$ cat src/rtl/fetch_queue_unit.sv
// rtl/fetch_queue_unit.sv - fetch PC, credit-limited imem requests and instruction FIFO
module fetch_queue_unit #(
   parameter int ADDR_WIDTH = 32,
   parameter int INSTR_WIDTH = 32,
   parameter int QUEUE_DEPTH = 4,
   parameter logic [ADDR_WIDTH-1:0] RESET_PC = '0
) (
   input  logic                         clk,
   input  logic                         rst,
   input  logic                         redirect_valid,
   input  logic [ADDR_WIDTH-1:0]        redirect_pc,
   output logic                         imem_req_valid,
   output logic [ADDR_WIDTH-1:0]        imem_req_addr,
   input  logic                         imem_req_ready,
   input  logic                         imem_resp_valid,
   input  logic [INSTR_WIDTH-1:0]       imem_resp_data,
   output logic                         if_valid,
   output logic [ADDR_WIDTH-1:0]        if_pc,
   output logic [INSTR_WIDTH-1:0]       if_instr,
   input  logic                         if_ready,
   output logic [$clog2(QUEUE_DEPTH):0] outstanding
);

   localparam int PTR_W = $clog2(QUEUE_DEPTH);
   localparam int CNT_W = PTR_W + 1;
   localparam logic [INSTR_WIDTH-1:0] NOP = INSTR_WIDTH'(32'h0000_0013);
   localparam logic [CNT_W-1:0] FULL = CNT_W'(QUEUE_DEPTH);
   localparam logic [CNT_W:0] CREDIT_LIMIT = (CNT_W + 1)'(QUEUE_DEPTH);
   localparam logic [CNT_W-1:0] CNT_ONE = CNT_W'(1);

   logic [ADDR_WIDTH-1:0]  fetch_pc;
   logic [ADDR_WIDTH-1:0]  resp_pc;
   logic [CNT_W-1:0]       drop_cnt;
   logic [CNT_W-1:0]       count;
   logic [PTR_W-1:0]       rd_ptr;
   logic [PTR_W-1:0]       wr_ptr;
   logic [ADDR_WIDTH-1:0]  q_pc    [QUEUE_DEPTH];
   logic [INSTR_WIDTH-1:0] q_instr [QUEUE_DEPTH];

   logic [CNT_W:0]         credit_used;
   logic                   req_fire;
   logic                   resp_fire;
   logic                   resp_drop;
   logic                   push;
   logic                   pop;
   logic [CNT_W-1:0]       inc_req;
   logic [CNT_W-1:0]       dec_resp;
   logic [CNT_W-1:0]       inc_push;
   logic [CNT_W-1:0]       dec_pop;
   logic [CNT_W-1:0]       outstanding_after_resp;
   logic [ADDR_WIDTH-1:0]  redirect_target;
   logic                   unused_redirect_lsbs;

   // Queued entries plus in-flight requests may never exceed the FIFO size,
   // so every response always has a slot waiting for it.
   assign credit_used    = {1'b0, count} + {1'b0, outstanding};
   assign imem_req_valid = !rst && !redirect_valid && (credit_used < CREDIT_LIMIT);
   assign imem_req_addr  = fetch_pc;
   assign req_fire       = imem_req_valid && imem_req_ready;

   // A response with nothing outstanding is spurious and leaves state alone.
   assign resp_fire = imem_resp_valid && (outstanding != '0);
   assign resp_drop = resp_fire && (drop_cnt != '0);
   assign push      = resp_fire && (drop_cnt == '0) && !redirect_valid;
   assign pop       = if_valid && if_ready && !redirect_valid;

   assign inc_req  = req_fire  ? CNT_ONE : '0;
   assign dec_resp = resp_fire ? CNT_ONE : '0;
   assign inc_push = push      ? CNT_ONE : '0;
   assign dec_pop  = pop       ? CNT_ONE : '0;
   assign outstanding_after_resp = outstanding - dec_resp;

   assign redirect_target      = {redirect_pc[ADDR_WIDTH-1:2], 2'b00};
   assign unused_redirect_lsbs = ^redirect_pc[1:0];

   assign if_valid = (count != '0);
   assign if_pc    = if_valid ? q_pc[rd_ptr]    : '0;
   assign if_instr = if_valid ? q_instr[rd_ptr] : NOP;

   // Fetch/response PCs, credit counters and FIFO pointers; redirect flushes everything
   always_ff @(posedge clk or posedge rst) begin
      if (rst) begin
         fetch_pc    <= RESET_PC;
         resp_pc     <= RESET_PC;
         outstanding <= '0;
         drop_cnt    <= '0;
         count       <= '0;
         rd_ptr      <= '0;
         wr_ptr      <= '0;
      end else if (redirect_valid) begin
         fetch_pc    <= redirect_target;
         resp_pc     <= redirect_target;
         outstanding <= outstanding_after_resp;
         drop_cnt    <= outstanding_after_resp;
         count       <= '0;
         rd_ptr      <= '0;
         wr_ptr      <= '0;
      end else begin
         if (req_fire) begin
            fetch_pc <= fetch_pc + ADDR_WIDTH'(4);
         end
         outstanding <= outstanding + inc_req - dec_resp;
         if (resp_drop) begin
            drop_cnt <= drop_cnt - CNT_ONE;
         end
         if (push) begin
            wr_ptr  <= wr_ptr + PTR_W'(1);
            resp_pc <= resp_pc + ADDR_WIDTH'(4);
         end
         if (pop) begin
            rd_ptr <= rd_ptr + PTR_W'(1);
         end
         count <= count + inc_push - dec_pop;
      end
   end

   // FIFO storage; the tail slot takes the kept response with its PC
   always_ff @(posedge clk) begin
      if (push) begin
         q_pc[wr_ptr]    <= resp_pc;
         q_instr[wr_ptr] <= imem_resp_data;
      end
   end

   // Credit accounting must make a push into a full, non-draining FIFO impossible
   always_ff @(posedge clk) begin
      if (!rst) begin
         assert (!(push && !pop && (count == FULL)));
      end
   end

endmodule

$ cat config.mk
export PLATFORM = sky130hd
export DESIGN_NAME = fetch_queue_unit
export DESIGN_NICKNAME = d
export VERILOG_FILES = /design/src/rtl/fetch_queue_unit.sv
export SDC_FILE = /design/constraint.sdc
export NUM_CORES = 1
export LEC_CHECK = 0
export CAP_MARGIN = 10
export CORE_AREA = 2 2 163 165
export CTS_CLUSTER_DIAMETER = 60
export DETAILED_ROUTE_END_ITERATION = 16
export DIE_AREA = 0 0 165 167
export PLACE_DENSITY = 0.77
export SKIP_LAST_GASP = 1
export SYNTH_ARGS = -nofsm -noshare
export SYNTH_HDL_FRONTEND = slang
export SYNTH_SLANG_ARGS = --single-unit
export TNS_END_PERCENT = 30
$ cat constraint.sdc
create_clock -name clk -period 3.75 [get_ports clk]
set_input_delay 1.125 -clock clk [delete_from_list [all_inputs] [get_ports clk]]
set_output_delay 1.125 -clock clk [all_outputs]
set_load 0.05 [all_outputs]
; Yosys cells after proc, flatten, opt, wreduce, memory -nomap -nowiden
; Memories as Yosys holds them, arrays and structs flattened.
; Cells that the tools add are included.
[totals]
regBits = 77
ram_bits = 256
in_bits = 70
output_inout_bits = 101
word_cells = 60
mem_count = 2
[mem_list]
columns = name, words, width, rd, rd_ports_with_merged_regs, wr, line_no
row1 = q_instr, 4, 32, 1, 0, 1, 38  ; logic [INSTR_WIDTH-1:0] q_instr [QUEUE_DEPTH];
row2 = q_pc, 4, 32, 1, 0, 1, 37  ; logic [ADDR_WIDTH-1:0] q_pc [QUEUE_DEPTH];
[classes]
add_sub_neg = 11
magnitude_cmp = 1
muxes = 20
n_reduce_logical = 19
[op_table]
columns = cell, count
row1 = $mux 32, 6
row2 = $add 32x3->32 const B, 2
row3 = $mux 3, 4
row4 = $logic_and 1x1->1, 9
row5 = $reduce_bool 3->1, 3
row6 = $sub 3x1->3, 3
row7 = $mux 2, 4
row8 = $reduce_bool 2->1, 4
row9 = $add 3x1->3, 2
row10 = $mux 1, 6
row11 = $add 2x1->2 const B, 2
row12 = $add 3x3->4, 1
row13 = $lt 4x3->1 const B, 1
row14 = $logic_not 3->1, 1
row15 = $sub 3x1->3 const B, 1
row16 = $logic_not 1->1, 2

; Logic depth before layout (Yosys ltp)
; Gate-level depths: netlist of the first run.
[depth]
depth_word = 8
ltp_mapped = 13
ltp_nobuf = 12

; Worst setup path before layout of the first run
; No wires, ideal clock.
[synth_path]
path_type = input to register
from = input redirect_valid
to = memory q_instr[1][0] (enable)
setup_ns = 0.426
arrival_ns = 3.068
required_ns = 3.324
slack_ns = 0.256
stages = 3
path_buffers = 1
path_cell_list = buf_6 nor3_1 and2_1
[synth_between]
elab_chain_len = 4
[synth_lines]
columns = item, line_no
row1 = start: declaration, 10  ; input logic redirect_valid,
row2 = $logic_not 1->1, 64  ; assign push = resp_fire && (drop_cnt == '0) && !redirect_valid;
row3 = $logic_and 1x1->1, 64
row4 = $mux 1, 119  ; if (push) begin
row5 = $mux 1 (not written as such), 121  ; q_instr[wr_ptr] <= imem_resp_data;
row6 = end: declaration, 38
; No other way between the ends.

; Worst setup path after layout of the first run
[layout_path]
from = register count[1]
to = output if_pc[19]
[layout_between]
elab_chain_len = 2
[layout_lines]
columns = item, line_no
row1 = start: declaration, 34  ; logic [CNT_W-1:0] count;
row2 = start signal: assignment, 113  ; count <= count + inc_push - dec_pop;
row3 = $reduce_bool 3->1, 76  ; assign if_valid = (count != '0);
row4 = $mux 32, 77  ; assign if_pc = if_valid ? q_pc[rd_ptr] : '0;
row5 = end: declaration, 18  ; output logic [ADDR_WIDTH-1:0] if_pc,
; No other way between the ends.

==> flow_metrics.env, run 1 <==
export IMPL_status="finished clean"
export IMPL_postCtsHoldBufs=0
export IMPL_tritoncts="done"
export IMPL_pin_count=171
export IMPL_synth_xor_area_share_pct=2.75
export IMPL_layout_drive_gt1_share_pct=21.8
export IMPL_cts_max_path_buffers=3
export IMPL_path_clk_slew_ps=60
export IMPL_synth_compound_area_share_pct=3.76
export IMPL_rr_worst_depth=12
export IMPL_yosys_warnings=0
export IMPL_die_w_microns=165
export IMPL_whs_path_depth=1
export IMPL_mostFrequentLayoutCell="edfxtp_1"
export IMPL_grt_max_degree=74
export IMPL_drv_cap=0
export IMPL_drtPass1Iterations=5
export IMPL_crit_reg2reg_launch="count[1]"
export IMPL_final_util_pct=65.4
export IMPL_crit_arrival_ps=2400
export IMPL_syn_area_per_cell_sq_um=15.8
export IMPL_fmax_ghz=0.284
export IMPL_cts_num_sinks=321
export IMPL_grt_pass1_wl_microns=46100
export IMPL_drc_errors=0
export IMPL_synthAdderAreaFrac_pct=1.75
export IMPL_rsz0062_at_grt="false"
export IMPL_antenna_found_initial=0
export IMPL_yosysUniqueCellTypes=50
export IMPL_wl_met2_microns=13700
export IMPL_die_h_microns=167
export IMPL_drt_iter0_drc=621
export IMPL_synth_main_ff_cell="edfxtp_1"
export IMPL_cts_root_buf="clkbuf_16"
export IMPL_design_core_area_sq_um=25800
export IMPL_setup_tns_final_ps=0
export IMPL_synth_area_sq_um=13700
export IMPL_async_flop_share_pct=22.7
export IMPL_min_path_type="flip-flop to flip-flop"
export IMPL_critPathMaxFanout=31
export IMPL_hold_end="imem_req_addr[21]"
export IMPL_reg2reg_to="count[2]"
export IMPL_finalSetupViolCount=0
export IMPL_cts_max_level=2
export IMPL_wl_met3_microns=2100
export IMPL_period_share_pct=94.1
export IMPL_critPathKind="flip-flop to output pin"
export IMPL_r2r_slack_ps=810
export IMPL_p_per_area_nw_per_um2=664
export IMPL_grt_pass1_vias=8403
export IMPL_synth_top_family_by_area="simple AND/OR/NAND/NOR gates"
export IMPL_tightestPinTransition_ps=1030
export IMPL_fp_row_count=59
export IMPL_total_power_mw=11.2
export IMPL_p_leak_nw=5.95
export IMPL_vias=8118
export IMPL_synth_simple_area_share_pct=11.1
export IMPL_min_from="imem_req_addr[21]"
export IMPL_portBuffers=164
export IMPL_wl_per_cell_microns=20.3
export IMPL_cp_start_kind="flip-flop"
export IMPL_initial_utilization_pct=53.2
export IMPL_cts_buffers=34
export IMPL_ant_nets=0
export IMPL_synth_seq_cells=321
export IMPL_synth_edff_count=248
export IMPL_fin_nets=1144
export IMPL_crit_chain="nor3_1, inv_1, buf_4, and2_1, buf_4"
export IMPL_skew_ps=9.57
export IMPL_antenna_cells=0
export IMPL_drt_total_wl_microns=28800
export IMPL_track_usage_pct=21.6
export IMPL_cts_resized_gates=0
export IMPL_viasPerCell=5.73
export IMPL_insertion_delay_ps=500
export IMPL_slew_headroom_pct=31.2
export IMPL_cp_slowest_cell="nor3_1"
export IMPL_hpwl_microns=18600
export IMPL_critical_path_most_common_cell="buf_4"
export IMPL_crit_path_end_kind="output pin"
export IMPL_gp_congestion=0.905
export IMPL_synth_seq_area_share_pct=67.6
export IMPL_synth_cells=867
export IMPL_fp_dieArea_sq_um=27600
export IMPL_finalWorstSetupSlack_ps=223
export IMPL_muxShareOfSynthArea_pct=10.8
export IMPL_syn_to_final_growth_pct=22.8
export IMPL_critPathMaxStageDelay_ps=660
export IMPL_most_common_layout_cells="edfxtp_1, clkdlybuf4s50_1, buf_4"
export IMPL_pre_cts_slack_ps=105
export IMPL_layout_min_cycle_time_ps=3530
export IMPL_crit_family="simple AND/OR/NAND/NOR gates"
export IMPL_slew_violations=0
export IMPL_cp_required_ps=2620
export IMPL_met1_length_microns=12500
export IMPL_postCtsSetupRepairBufs=0
export IMPL_hold_viol_final=0
export IMPL_irDropWorstVdd_uv=410
export IMPL_routed_top_layer="met4"
export IMPL_globalRouteOverflowTotal=0
export IMPL_path_buf_inv=3
-- final cells by class --
class	instances	area, sq um
multi-input combinational	486	4160
sequential	321	9280
tap	335	419
timing repair buffer	193	1810
fill	1833	8920
inverter	20	75.1
clock buffer	43	958
clock inverter	18	143
-- state kept, by name, indices dropped and copies added, names as in the netlist --
register and flops:
count 3, drop_cnt 3, imem_req_addr 30, outstanding 3, q_instr 128, q_pc 120, rd_ptr 2, resp_pc 30
wr_ptr 2
-- cells by family after synthesis --
| kind of cell | count (synthesis) |
|---|---|
| AOI/OAI and AO/OA | 84 |
| muxes | 70 |
| other | 1 |
| DFF | 321 |
| and+or+nand+nor | 267 |
| adders and majority gates | 18 |
| xor gates and xnor gates | 43 |
| buffers and inverters | 63 |
-- metrics by stage --
step | instances | cell area (sq um) | hold WS (ps)
after floorplan | 870 | 13700 | 476
after global placement | 1355 | 15700 | 519
after detailed placement | 1355 | 15700 | 525
after CTS | 1416 | 16800 | 540
after global routing | 1416 | 16800 | 555
final | 1416 | 16800 | 545
-- metal layers --
metal,GRT usage (%),vias to the layer above
met4,5.37,0
met2,34.1,309
met5,0,-
met3,4.36,35
li1,-,3699
met1,31.3,4075
-- worst max path at each step --
stage / startpoint / endpoint / slack, ps / depth (start not counted)
global route: rd_ptr[0] / if_instr[3] / 70 / 4
global placement: rst / outstanding[2] / 140 / 11
detailed placement: rst / outstanding[2] / 110 / 11
floorplan: redirect_valid / q_instr[1][0] / 260 / 3
CTS: rd_ptr[0] / if_instr[18] / 170 / 4
finish: count[1] / if_pc[19] / 220 / 5
-- worst register-to-register path: stages (launching register included) --
cell and delay, ps:
dfrtp_1 450, nor3_1 660, inv_1 130, buf_4 260
nand2_1 150, nor2_1 60, ha_1 290, inv_1 60
ha_1 130, inv_1 50, fa_1 370, xnor2_1 170
nor2_1 50
-- synth_stat cells, types with 2 or more instances --
| cell type | instances | area share (%) |
|---|---|---|
| nor3_1 | 10 | 0.36 |
| clkbuf_1 | 22 | 0.60 |
| o21ai_0 | 37 | 1.4 |
| nand3b_1 | 4 | 0.22 |
| nand2_1 | 48 | 1.3 |
| and2_1 | 70 | 3.2 |
| xor2_1 | 28 | 1.8 |
| o31a_1 | 4 | 0.26 |
| a21boi_0 | 3 | 0.16 |
| or3_1 | 2 | 0.091 |
| inv_1 | 19 | 0.52 |
| nand3_1 | 39 | 1.4 |
| buf_4 | 5 | 0.27 |
| nand4_4 | 2 | 0.31 |
| o311ai_0 | 9 | 0.57 |
| mux2_2 | 5 | 0.41 |
| nor4_1 | 4 | 0.18 |
| mux4_2 | 62 | 10 |
| fa_1 | 2 | 0.29 |
| nor4_4 | 2 | 0.31 |
| a31oi_1 | 7 | 0.32 |
| nor4_2 | 2 | 0.18 |
| buf_2 | 11 | 0.40 |
| buf_6 | 3 | 0.25 |
| edfxtp_1 | 248 | 54 |
| nand4_1 | 23 | 1.0 |
| or4_1 | 3 | 0.16 |
| mux2i_1 | 3 | 0.22 |
| o211ai_1 | 9 | 0.49 |
| dfrtp_1 | 73 | 13 |
| or2_2 | 4 | 0.18 |
| nor2_1 | 31 | 0.85 |
| and3_1 | 9 | 0.41 |
| a21oi_1 | 13 | 0.47 |
| and4_1 | 7 | 0.45 |
| xnor2_1 | 15 | 0.96 |
| ha_1 | 16 | 1.5 |
-- power by group --
part	switching [mW]	internal [mW]
registers	0.286	4.05
logic	2.26	1.34
clock network	1.30	1.95
Note: power is estimated with default switching activity, not from simulation.
==> run 2, diff against run 1 <==
- TNS_END_PERCENT: 30 -> unset
==> results of run 2 <==
The final DEF is identical to that of run 1; final timing and power are the same.
==> run 3, diff against run 2 <==
- CAP_MARGIN: 10 -> 30
==> results of run 3 <==
The final DEF is identical to that of run 1; final timing and power are the same.
==> patch 1, RTL diff (flow settings as in run 3) <==
Change the parameter `INSTR_WIDTH` from 32 to 40.
--- a/src/rtl/fetch_queue_unit.sv
+++ b/src/rtl/fetch_queue_unit.sv
@@ -1,7 +1,7 @@
 // rtl/fetch_queue_unit.sv - fetch PC, credit-limited imem requests and instruction FIFO
 module fetch_queue_unit #(
    parameter int ADDR_WIDTH = 32,
-   parameter int INSTR_WIDTH = 32,
+   parameter int INSTR_WIDTH = 40,
    parameter int QUEUE_DEPTH = 4,
    parameter logic [ADDR_WIDTH-1:0] RESET_PC = '0
 ) (
Ports: changed (resized if_instr and imem_resp_data); port bits go from 171 to 187. The function was not compared with the original's and may differ.
==> patch 1 against run 3 <==
Final area rose by 8.8%; wire length rose by 9.0%; sequential share of layout area rose by 0.83 points; power rose by 16%; synthesized area rose by 8.2%; setup slack got worse by 0.017 ns; sequential cell count rose by 32; largest cell class unchanged; fmax fell by 0.49%.
==> patch 1: results (changes against run 3) <==
Status
  – Status: complete, no violations

Timing
  – Worst Clk Skew: 0.0140 ns (+0.00446 ns)
  – Max_slew headroom: 48.2% (+17 points)

Global routing
  – Largest net degree at the start of global routing: 61 (-18%)
  – First-pass GRT wire length: 49600 um (+7.7%)
  – All-Layer GR Usage: 23.4% (+1.8 points)
  – Via count of the first global-routing pass: 9051 (+7.7%)

Layout
  – Share of layout cells above drive strength 1: 21.6% (-0.22 points)
  – Layout Nets: 1222 (+6.8%)
  – Largest registers: q_instr x160, q_pc x120

Synthesis
  – Netlist cell types: 49 (-2.0%)
  – Adder-Cell Fraction of Synth Area: 1.62% (-0.13 points)
  – Register area share after synthesis: 69.0% (+1.3 points)
  – Synth Warn #: 0 (unchanged)
  – Number of synthesized flops with an enable pin: 280 (+13%)
  – Syn Area/Cell: 16.1 um2 (+1.9%)
  – Ys async rst share: 20.7% (-2.1 points)
  – Multiplexer share of the synthesized area: 11.0% (+0.23 points)
  – Synth top cells by count: edfxtp_1 (280), and2_1 (73), dfrtp_1 (73)
  – Area contributors post-synth: edfxtp_1 (57%), dfrtp_1 (12%), mux4_2 (11%)
  – Post-Synth XOR/XNOR Area: 2.36% (-0.39 points)
  – Post-synthesis compound-gate area fraction: 3.72% (-0.041 points)

Clocking
  – Clock transition at path regs: 0.06 ns (about the same)
  – Post-cts repair resize count: 0 (unchanged)
  – TritonCTS Buffers: 36 (+5.9%)
  – Post-CTS setup buffers: 0 (unchanged)
  – H-tree depth: 2 (unchanged)
  – Root buffer cell: clkbuf_16

Pwr
  – Peak supply drop: 0.587 mV (+43%)
  – Pwr per Cell Area: 710 mW/mm2 (+7.0%)
  – Pleak: 6.41 nW (+7.6%)

Setup path
  – CP Max Fanout: 22 (-29%)
  – CP peak stage delay: 0.75 ns (+0.09 ns)
  – Critical Path Start: rd_ptr[0]
  – Slowest stage cell on the critical path: dfrtp_4
  – R2R Path Start: outstanding[1]
  – Worst Path Arrival: 2.42 ns (+0.02 ns)

Worst hold path
  – Min-delay src: resp_pc[31]
  – Hold crit path type: reg2reg

Placement
  – DP HPWL: 20200 um (+8.8%)
  – Port Buffer Count: 180 (+9.8%)
  – Routability Congestion: 0.848 (-6.3%)
  – Area after DPL: 0.0172 mm2 (+9.0%)
  – Placed cell count: 1423 (+5.0%)

Routing
  – Drt total wl: 31400 um (+9.0%)
  – Routed wire per std cell: 21.1 um (+3.7%)
  – Via density: 5.82 (+1.6%)
  – Drt first-iter violations: 815 (+31%)
[patch 1: cell types whose count changed after synthesis, moves of 6 or more]
cell,run 3,this run
mux4_2,62,70
xor2_1,28,19
edfxtp_1,248,280
inv_1,19,26
a21oi_1,13,5
clkbuf_1,22,28
nand2_1,48,54
nand3_1,39,32
xnor2_1,15,21
[patch 1: metrics by stage]
step / setup slack [ns] / utilization (%) / total power, mW
floorplan: 0.472 / - / 8.06
global placement: 0.271 / 66.5 / 9.53
detailed placement: 0.208 / 66.6 / 9.63
CTS: 0.145 / 71.1 / 13.1
global route: 0.0705 / 71.1 / 13.6
finish: 0.206 / 71.1 / 13.0
[patch 1: worst paths after layout]
check | endpoint | slack [ns] | depth (start not counted)
worst max-delay path | if_instr[14] | 0.21 | 4
worst min-delay path | q_pc[0][31] | 0.55 | 0
worst max register to register | outstanding[2] | 0.98 | 9
worst min register to register | q_pc[0][31] | 0.55 | 0
max in group asynchronous | resp_pc[25] | 1.97 | 3
min in group asynchronous | imem_req_addr[8] | 1.09 | 2
[patch 1: per-layer routing]
metal  wire [um]  GRT usage (%)  part of all wire, %  vias to the layer above
li1            -              -                    -                     3942
met1       13200           33.4                   42                     4367
met2       15300           37.3                   49                      314
met3        2270           4.98                  7.2                       43
met4         581           5.75                  1.9                        0
met5           0              0                    0                        -
[patch 1: critical path: cells and delay by family, from the launching register on]
kind                   cells  cell delay [ns]
buffers and inverters      2             0.44
and+or+nand+nor            1             0.19
DFF                        1             0.75
muxes                      1             0.52
[patch 1: final cells by class]
type | instances | area [um2]
Fill cell | 1633 | 7450
Tap cell | 335 | 419
Inverter | 27 | 104
Sequential cell | 353 | 10200
Antenna cell | 1 | 2.50
Clock inverter | 17 | 161
Timing Repair Buffer | 211 | 2070
Clock buffer | 47 | 997
Multi-Input combinational cell | 497 | 4310
[patch 1: cell families (layout without fill, tap and decap cells)]
family	after synthesis	after routing
flops	353	353
simple gates	273	273
compound gates	86	86
mux	76	76
buf+inv	74	302
xor+xnor	40	40
fa+ha+maj	18	18
other cells	1	5
[patch 1: where the power goes]
group / leakage [nW] / switching [mW] / total, mW / internal (mW)
Clock: 0.571 / 1.40 / 3.48 / 2.08
Combinational: 2.42 / 3.01 / 4.74 / 1.73
Sequential: 3.41 / 0.304 / 4.78 / 4.48
==> patch 2, RTL diff (flow settings as in run 3) <==
Without the edit above. Make the reset (`rst`) synchronous in one clocked block.
--- a/src/rtl/fetch_queue_unit.sv
+++ b/src/rtl/fetch_queue_unit.sv
@@ -78,7 +78,7 @@
    assign if_instr = if_valid ? q_instr[rd_ptr] : NOP;
 
    // Fetch/response PCs, credit counters and FIFO pointers; redirect flushes everything
-   always_ff @(posedge clk or posedge rst) begin
+   always_ff @(posedge clk) begin
       if (rst) begin
          fetch_pc    <= RESET_PC;
          resp_pc     <= RESET_PC;
Formal check against the unedited RTL: differs if rst is asserted again (counterexample within 4 cycles, from zero or initial values and one cycle with rst high); with rst held inactive, the same outputs for 4 cycles.
==> patch 2 against run 3 <==
Setup slack worse by 0.053 ns; die area stayed put; final area is 1.3% lower; wire length is 2.8% lower; synthesized cell count is 6.5% higher; critical path depth stayed put; sequential cell count is 2 higher; synthesized area is 1.1% lower; non-clock buffer count is 2 higher; fmax is 1.5% lower.
Power is not compared: it rests on default switching activity, and its combinational part moved more than twofold at a synthesized area within 25%.
==> patch 2: results (changes against run 3) <==
Global routing
  – First-pass GRT wire length: 44400 um (-3.7%)
  – All-Layer GR Usage: 20.4% (-1.2 points)
  – Largest net degree at the start of global routing: 71 (-4.1%)
  – Via count of the first global-routing pass: 8259 (-1.7%)

Setup path
  – Worst Path Arrival: 2.45 ns (+0.05 ns)
  – Worst reg-to-reg setup slack: 0.91 ns (+0.10 ns)
  – CP Capture Point: if_instr[1]
  – R2R Path Start: outstanding[2]
  – CP Max Fanout: 19 (-39%)
  – Slowest stage cell on the critical path: mux4_2
  – CP peak stage delay: 0.52 ns (-0.14 ns)

Status
  – Status: complete, no violations

Synthesis
  – Netlist cell types: 53 (+6.0%)
  – Ys async rst share: 0% (-23 points)
  – Synth top cells by count: edfxtp_1 (248), dfxtp_1 (75), mux4_2 (62)
  – Area contributors post-synth: edfxtp_1 (55%), dfxtp_1 (11%), mux4_2 (10%)

Routing
  – Metal3 WL: 1900 um (-9.5%)
  – M1 WL: 12400 um (-1.3%)
  – Met2 WL: 13200 um (-3.3%)
  – DR vias: 8386 (+3.3%)
  – Drt first-iter violations: 672 (+8.2%)
  – Routed wire per std cell: 19.2 um (-5.6%)
  – Drt total wl: 28000 um (-2.8%)

Timing
  – Worst slew pin tran: 0.775 ns (-0.253 ns)
  – Worst Clk Skew: 0.0107 ns (+0.00113 ns)

Layout
  – Share of layout cells above drive strength 1: 16.4% (-5.4 points)

Placement
  – Area after DPL: 0.0157 mm2 (-0.39%)
  – DP HPWL: 17700 um (-4.6%)

Clocking
  – Clk_lat worst skew: 0.55 ns (+0.05 ns)
  – H-tree depth: 1 (-1)
==> patch 2: cell types whose count changed after synthesis, moves of 8 or more <==
cell      delta
a21oi_1      +9
and2_1      -62
inv_1        +8
clkbuf_1    +16
nor2b_1     +58
a31oi_1     +16
o21ai_0     -17
nor2_1      +21
nand3_1     -18
or3_1       +13
a211oi_1    +17
dfxtp_1     +75
dfrtp_1     -73
==> patch 2: worst min path at each step <==
stage | from | to | slack [ns] | cells past startpoint
2_1_floorplan | resp_pc[31] | q_pc[0][31] | 0.48 | 0
3_3_place_gp | imem_req_addr[15] | imem_req_addr[15] | 0.51 | 2
3_5_place_dp | imem_req_addr[31] | imem_req_addr[31] | 0.51 | 2
4_1_cts | imem_req_addr[31] | imem_req_addr[31] | 0.53 | 2
5_1_grt | imem_req_addr[31] | imem_req_addr[31] | 0.54 | 2
6_report | imem_req_addr[31] | imem_req_addr[31] | 0.53 | 2
==> patch 2: layout make-up <==
cell class              instances  area, um2
multi-input cells             520       4300
clock buffers                  37        798
well taps                     335        419
flip-flops and latches        323       8950
fillers                      1852       9140
repair buffers                195       1880
clock inverters                19        154
inverters                      29        109
==> patch 2: power groups by stage <==
stage          clock network [mW]  logic (mW)  registers (mW)
3_5_place_dp                    0        1.12            4.23
4_1_cts                      2.99        1.12            4.16
3_3_place_gp                    0        1.11            4.22
5_1_grt                      3.13        1.20            4.18
6_report                     2.92        1.11            4.16
2_1_floorplan                   0       0.645            4.31
==> patch 2: worst max-delay path: cells and delay by family (launching register included) <==
| family | cells | cell delay (ns) |
|---|---|---|
| buffers and inverters | 3 | 0.65 |
| multiplexers | 1 | 0.52 |
| flip-flops | 1 | 0.44 |
| AND/OR/NAND/NOR | 1 | 0.27 |
==> patch 2: cell families after synthesis <==
kind of cell    after synthesis  synth area share (%)
other cells                   1                0.0276
flops                       323                  66.0
mux                          64                  10.4
xor+xnor                     38                  2.45
buf+inv                      83                  2.54
compound gates              120                  5.84
simple gates                276                  11.0
fa+ha+maj                    18                  1.77
==> patch 2: through the flow <==
step,worst slack (ns),util (%)
4_1_cts,-0.00514,64.5
3_3_place_gp,-0.0638,60.8
2_1_floorplan,0.0388,-
3_5_place_dp,-0.0523,60.9
6_report,0.170,64.5
5_1_grt,0.0397,64.5
==> patch 2: metal layers <==
layer | track usage [%] | vias up
met5 | 0 | -
met4 | 4.39 | 0
met3 | 3.04 | 40
met2 | 33.0 | 320
met1 | 29.6 | 4140
li1 | - | 3886
==> patch 2: what timing repair did <==
item | 4_1_cts | 5_1_grt
gates cloned | 0 | 0
setup endpoints to repair | 25 | 5
endpoints found under the hold margin | 0 | 0
resized for setup | 25 | 5
